==> src/rtl/gmii_frame_checker_pkg.sv <==
// -----------------------------------------------------------------------------
// gmii_frame_checker_pkg
//   Shared types and constants for the GMII receive frame checker:
//   FSM state encoding, preamble/SFD byte values, CRC-32 constants and a
//   32-bit bit-reverse helper used to move between reflected and normal
//   CRC register orderings.
// -----------------------------------------------------------------------------
package gmii_frame_checker_pkg;

    typedef enum logic [2:0] {
        IDLE,
        PREAMBLE,
        DATA,
        DROP,
        END
    } state_t;

    localparam logic [7:0]  GMII_PREAMBLE = 8'h55;
    localparam logic [7:0]  GMII_SFD      = 8'hD5;

    localparam logic [31:0] CRC32_POLY    = 32'h04C11DB7;
    // Magic residue of a good frame, in normal (MSB-first) bit order.
    localparam logic [31:0] CRC32_RESIDUE = 32'hC704DD7B;

    // Width of the frame length counter; holds C_MAX_FRAME_LEN+1.
    localparam int          LEN_W         = 11;

    function automatic logic [31:0] bitrev32(input logic [31:0] v);
        logic [31:0] r;
        for (int i = 0; i < 32; i++) begin
            r[i] = v[31-i];
        end
        return r;
    endfunction

endpackage

==> src/rtl/gmii_crc32_byte.sv <==
// -----------------------------------------------------------------------------
// gmii_crc32_byte
//   Combinational byte-serial CRC-32 step, reflected (LSB-first) form as used
//   by Ethernet. No inversion is applied here; the caller owns init/final.
//
// Ports:
//   crc      in  32  current CRC register
//   d        in   8  data byte, bit 0 first on the wire
//   crc_next out 32  CRC register after absorbing d
// -----------------------------------------------------------------------------
module gmii_crc32_byte
    import gmii_frame_checker_pkg::*;
(
    input  logic [31:0] crc,
    input  logic [7:0]  d,
    output logic [31:0] crc_next
);

    localparam logic [31:0] POLY_REFL = bitrev32(CRC32_POLY);

    always_comb begin
        logic [31:0] c;
        c = crc ^ {24'h000000, d};
        for (int i = 0; i < 8; i++) begin
            c = c[0] ? ((c >> 1) ^ POLY_REFL) : (c >> 1);
        end
        crc_next = c;
    end

endmodule

==> config.mk <==
export PLATFORM = sky130hd
export DESIGN_NAME = gmii_crc32_byte
export DESIGN_NICKNAME = d
export VERILOG_FILES = /design/src/rtl/gmii_frame_checker_pkg.sv /design/src/rtl/gmii_crc32_byte.sv
export SDC_FILE = /design/constraint.sdc
export NUM_CORES = 1
export LEC_CHECK = 0
export BUFFER_PORTS_ARGS = -buffer_cell sky130_fd_sc_hd__buf_2
export CORE_MARGIN = 2
export CORE_UTILIZATION = 46
export DETAILED_ROUTE_END_ITERATION = 7
export PLACE_DENSITY = 0.91
export RECOVER_POWER = 50
export SLEW_MARGIN = 20
export SYNTH_ARGS = -nofsm -noshare
export SYNTH_HDL_FRONTEND = slang
export SYNTH_SLANG_ARGS = --single-unit
==> constraint.sdc <==
create_clock -name vclk -period 6.1
set_input_delay 1.22 -clock vclk [all_inputs]
set_output_delay 1.22 -clock vclk [all_outputs]
set_load 0.02 [all_outputs]
==> run summary, run 1 <==
Status: complete, no violations
Worst slew pin tran: 979 ps
FF+latch count: 0
Final setup TNS: 0 ps
Top cells by area, synth: xnor2_1 (28%), xnor3_1 (24%), xor3_1 (13%), xnor2_2 (11%), xor2_1 (8.5%)
Vias in the first global route: 736
Die ar.: 2380 um2
Slew Limit Fails: 0
Final core occ: 0.656
Sequential power share: 0
Synth cell types: 10
Post-route DRC: 0
Crit path capture type: primary output
Post-synthesis sequential area ratio: 0
RSZ-0062 raised after global routing: no
WL/cell: 12.2 um
DP HPWL: 1.79 mm
Post-route ant nets: 0
Global-route wire length before repair: 3.08 mm
Hold buffers post-CTS: 0
Crit. Startpoint: d[3]
Setup WS pre-CTS: 2050 ps
Yosys top cell by area: xnor2_1
Final min period: 4280 ps
Buf/Inv on CP: 2
DIE WIDTH: 48.8 um
Total power: 0.404 mW
Share of layout cells above drive strength 1: 0.489
Critical path's largest stage delay: 610 ps
Sw power: 0.221 mW
Post-CTS Setup Bufs: 0
Final wirelength: 2.03 mm
Core ar.: 1920 um2
Final GP Congestion: 0.667
Switching share of power: 0.546
Initial antenna violation count: 0
1st-iter DRT viols: 3
Levels on crit path: 5
Cell Pwr Density: 320 nW/um2
Number of I/O port buffers: 72
# placed instances: 166
Worst path cell trace: buf_2 -> xnor2_1 -> xnor2_1 -> xnor3_1 -> buf_2
Fmax: 234 MHz
Initial Utilization: 0.481
Height of the die: 48.8 um
FF+latch area: 0 um2
Crit Path Max Fanout: 7
Final hold viol count: 0
Final setup viols: 0
Final #Nets: 181
Crit path max-delay cell type: xnor2_1
Ant diodes: 0
YS warnings: 0
Vias per inst: 4.52
Overflow after GRT: 0
Area grow syn2layout: 36.4%
Cell row count: 16
Int Pwr: 0.183 mW
Via count: 750
Lkg Pwr: 0.668 nW
Post-CTS Resized: 0
Slew margin rel.: 0.343
Max-cap viol count: 0
Critical Path RT: 4880 ps
I/O pins: 72
Post-Syn Area: 925 um2
Initial DRT Pass Iterations: 2
Hold Path Class: in2out
Worst setup path end: crc_next[25]
Syn Nets: 107
Final std cells w/o fill: 166
Fraction of the cycle the final worst path needs: 0.701
Total track usage: 0.161
Gate power share: 1.000
Final WS setup: 1820 ps
Peak VDD IR: 183 uV
Fill cells: 174
Cell family with most CP delay: XOR/XNOR gates
Clock buf count: 0
Synthesized area per cell: 13.8 um2
Post-synth top area share: 0.284
Clock share of power: 0
Cells after Synth: 67
Largest net degree at the start of global routing: 9
Critical setup path kind: in2out
Startpoint class of the critical path: input port
Worst EP arrival: 3060 ps
## area by class of cell
cell class | count | area [um2] | area share
timing repair buffer | 72 | 348 | 0.276
tap | 27 | 33.8 | 0.0268
inverter | 1 | 3.75 | 0.00298
multi-input combinational | 66 | 876 | 0.694
## metal layers
metal	wire length [um]	track usage	share of wire
met5	0	0	0
met2	1130	0.352	0.56
met1	705	0.158	0.35
met3	173	0.0153	0.085
met4	23	0.0286	0.011
## synthesized netlist by cell type, drive strengths merged
| library cell | n |
|---|---|
| inv | 1 |
| xnor2 | 38 |
| xnor3 | 12 |
| xor2 | 11 |
| xor3 | 5 |
## stage by stage
step	hold WS (ps)	instance area (um2)
2_1_floorplan	2580	925
3_3_place_gp	2730	1320
3_5_place_dp	2730	1320
4_1_cts	2730	1320
5_1_grt	2750	1260
6_report	2730	1260
## power groups by stage
stage          combinational (mW)  sequential [mW]  clock (mW)
3_5_place_dp                0.415                0           0
5_1_grt                     0.426                0           0
2_1_floorplan               0.303                0           0
3_3_place_gp                0.408                0           0
6_report                    0.404                0           0
4_1_cts                     0.417                0           0
## logic make-up after synthesis
logic type,synth area share
XOR/XNOR,0.996
buffers and inverters,0.00406
## layout by cell type (no fill, tap or decap), drive strengths merged
cell    instances
buf            62
clkbuf         10
inv             1
xnor2          38
xnor3          12
xor2           11
xor3            5
## worst min-delay path by stage
| stage | slack (ps) | cells after the start | endpoint | start |
|---|---|---|---|---|
| after floorplan | 2580 | 1 | crc_next[0] | crc[8] |
| after global placement | 2730 | 3 | crc_next[11] | crc[19] |
| after detailed placement | 2730 | 3 | crc_next[0] | crc[8] |
| after CTS | 2730 | 3 | crc_next[0] | crc[8] |
| after global routing | 2750 | 3 | crc_next[9] | crc[17] |
| final | 2730 | 3 | crc_next[12] | crc[20] |
Power figures use the tool's default switching activity.
==> run 2, diff against run 1 <==
- ABC_AREA: not set -> 1
- CORE_UTILIZATION: 46 -> 44
- PLACE_DENSITY: 0.91 -> 0.81
- clock period: 6.1 -> 3.8 ns (I/O delays scaled with it)
==> run 2 against run 1 <==
Global-route usage grew 2.5 points. Power grew 6.5%. Via count grew 120%. Final area grew 37%. Hold slack lost 930 ps. Wire length grew 57%. Count of clock-buffer cells in the layout is the same. First-iteration DRC count grew to 16 times the previous value. Largest power group unchanged. Largest cell class unchanged. Critical path depth grew 5.
==> run summary, run 2 <==
Status: complete, no violations
Vias in the first global route: 1,385
FF+latch area: 0 um2
Height of the die: 59.9 um
Final setup viols: 0
Final core occ: 0.578
Top cells by area, synth: nand2_1 (33%), xor2_1 (15%), inv_1 (9.6%), nand2_2 (9.6%), nand2_4 (9.0%)
Critical path's largest stage delay: 280 ps
Critical setup path kind: in2out
Fmax: 339 MHz
Hold WS: 1800 ps
1st-iter DRT viols: 49
Startpoint class of the critical path: input port
Crit Path Max Fanout: 9
Worst EP arrival: 2190 ps
Cell Pwr Density: 248 nW/um2
Worst path cell trace: buf_2 -> inv_1 -> nand2_2 -> nand2_1 -> nand2_1 -> nand2_8 -> nand2_2 -> nand2_1 -> xor2_1 -> buf_2
Slew margin rel.: 0.751
Post-route ant nets: 0
Number of I/O port buffers: 72
Clock buf count: 0
I/O pins: 72
Final setup TNS: 0 ps
Worst setup path end: crc_next[7]
Initial Utilization: 0.458
Max-cap viol count: 0
Critical Path RT: 3040 ps
Post-CTS Resized: 0
Initial DRT Pass Iterations: 4
Final GP Congestion: 0.845
YS warnings: 0
Post-route DRC: 0
Via count: 1,643
Cells after Synth: 257
Core ar.: 3000 um2
Total track usage: 0.186
Largest net degree at the start of global routing: 10
Crit. Startpoint: crc[0]
Worst slew pin tran: 373 ps
Synth cell types: 17
Slew Limit Fails: 0
WL/cell: 8.80 um
Cell mode on critical path: nand2_1
Final #Nets: 371
Final hold viol count: 0
Crit path max-delay cell type: nand2_1
FF+latch count: 0
Cell row count: 20
Final wirelength: 3.18 mm
Crit path capture type: primary output
Global-route wire length before repair: 5.49 mm
Initial antenna violation count: 0
Final min period: 2950 ps
Most frequent cells in the layout: nand2_1 (127), buf_2 (63), inv_1 (35)
Share of layout cells above drive strength 1: 0.304
Lkg Pwr: 1.15 nW
DIE WIDTH: 59.9 um
RSZ-0062 raised after global routing: no
Hold buffers post-CTS: 0
Syn Nets: 297
Fraction of the cycle the final worst path needs: 0.777
Top cells by count, synth: nand2_1 (122), inv_1 (35), xor2_1 (24), nand3_1 (23), nand2_2 (21)
Peak VDD IR: 131 uV
Post-Syn Area: 1370 um2
Post-synth top area share: 0.333
Levels on crit path: 10
Die ar.: 3590 um2
Most frequent cell after synthesis: nand2_1
Most common cell after layout, fill and taps aside: nand2_1
Ant diodes: 0
Vias per inst: 4.54
Synthesized area per cell: 5.35 um2
Yosys top cell by area: nand2_1
Area grow syn2layout: 26.2%
DP HPWL: 2.73 mm
Hold Path Class: in2out
Cell family with most CP delay: simple AND/OR/NAND/NOR gates
Post-synthesis sequential area ratio: 0
Overflow after GRT: 0
Post-CTS Setup Bufs: 0
Buf/Inv on CP: 3
Fill cells: 325
==> run 2: worst min path at each step <==
stage	cells past startpoint	slack (ps)	endpoint	startpoint
2_1_floorplan	1	1650	crc_next[0]	crc[8]
3_3_place_gp	3	1800	crc_next[7]	crc[15]
3_5_place_dp	3	1810	crc_next[7]	crc[15]
4_1_cts	3	1810	crc_next[7]	crc[15]
5_1_grt	3	1830	crc_next[11]	crc[19]
6_report	3	1800	crc_next[7]	crc[15]
==> run 2: cells by family (layout without fill, tap and decap cells) <==
group	after synthesis	in the layout	share of synthesized area
AND/OR/NAND/NOR	183	183	0.653
buffers and inverters	41	113	0.116
XOR/XNOR	33	33	0.231
==> run 2: where the power goes <==
part           switching (mW)  internal (mW)  leakage [nW]  total [mW]
Clock                       0              0             0           0
Sequential                  0              0             0           0
Combinational           0.281          0.149          1.15       0.430
==> run 2: area by class of cell <==
cell class / instances / area, um2 / area share
inverter: 41 / 159 / 0.0916
multi-input combinational: 216 / 1180 / 0.683
tap: 33 / 41.3 / 0.0238
timing repair buffer: 72 / 349 / 0.201
==> run 2: per-stage QoR <==
stage                     total power [mW]  instances  instance area, um2  worst slack, ps
after floorplan                      0.318        257                1370             1300
after global placement               0.438        362                1780             1160
after detailed placement             0.442        362                1780             1130
after CTS                            0.444        362                1780             1130
after global routing                 0.478        362                1730              634
final                                0.430        362                1730              849
==> run 2: layer usage <==
metal	GRT usage	routed length, um	vias up
met5	0	0	-
met2	0.334	1480	46
met1	0.258	1530	690
li1	-	-	907
met3	0.00649	179	0
met4	0.00952	0	0
==> run 2: worst min-delay path: cells and delay by family <==
kind / cells / cell delay (ps)
XOR/XNOR: 1 / 50
buffers and inverters: 2 / 230
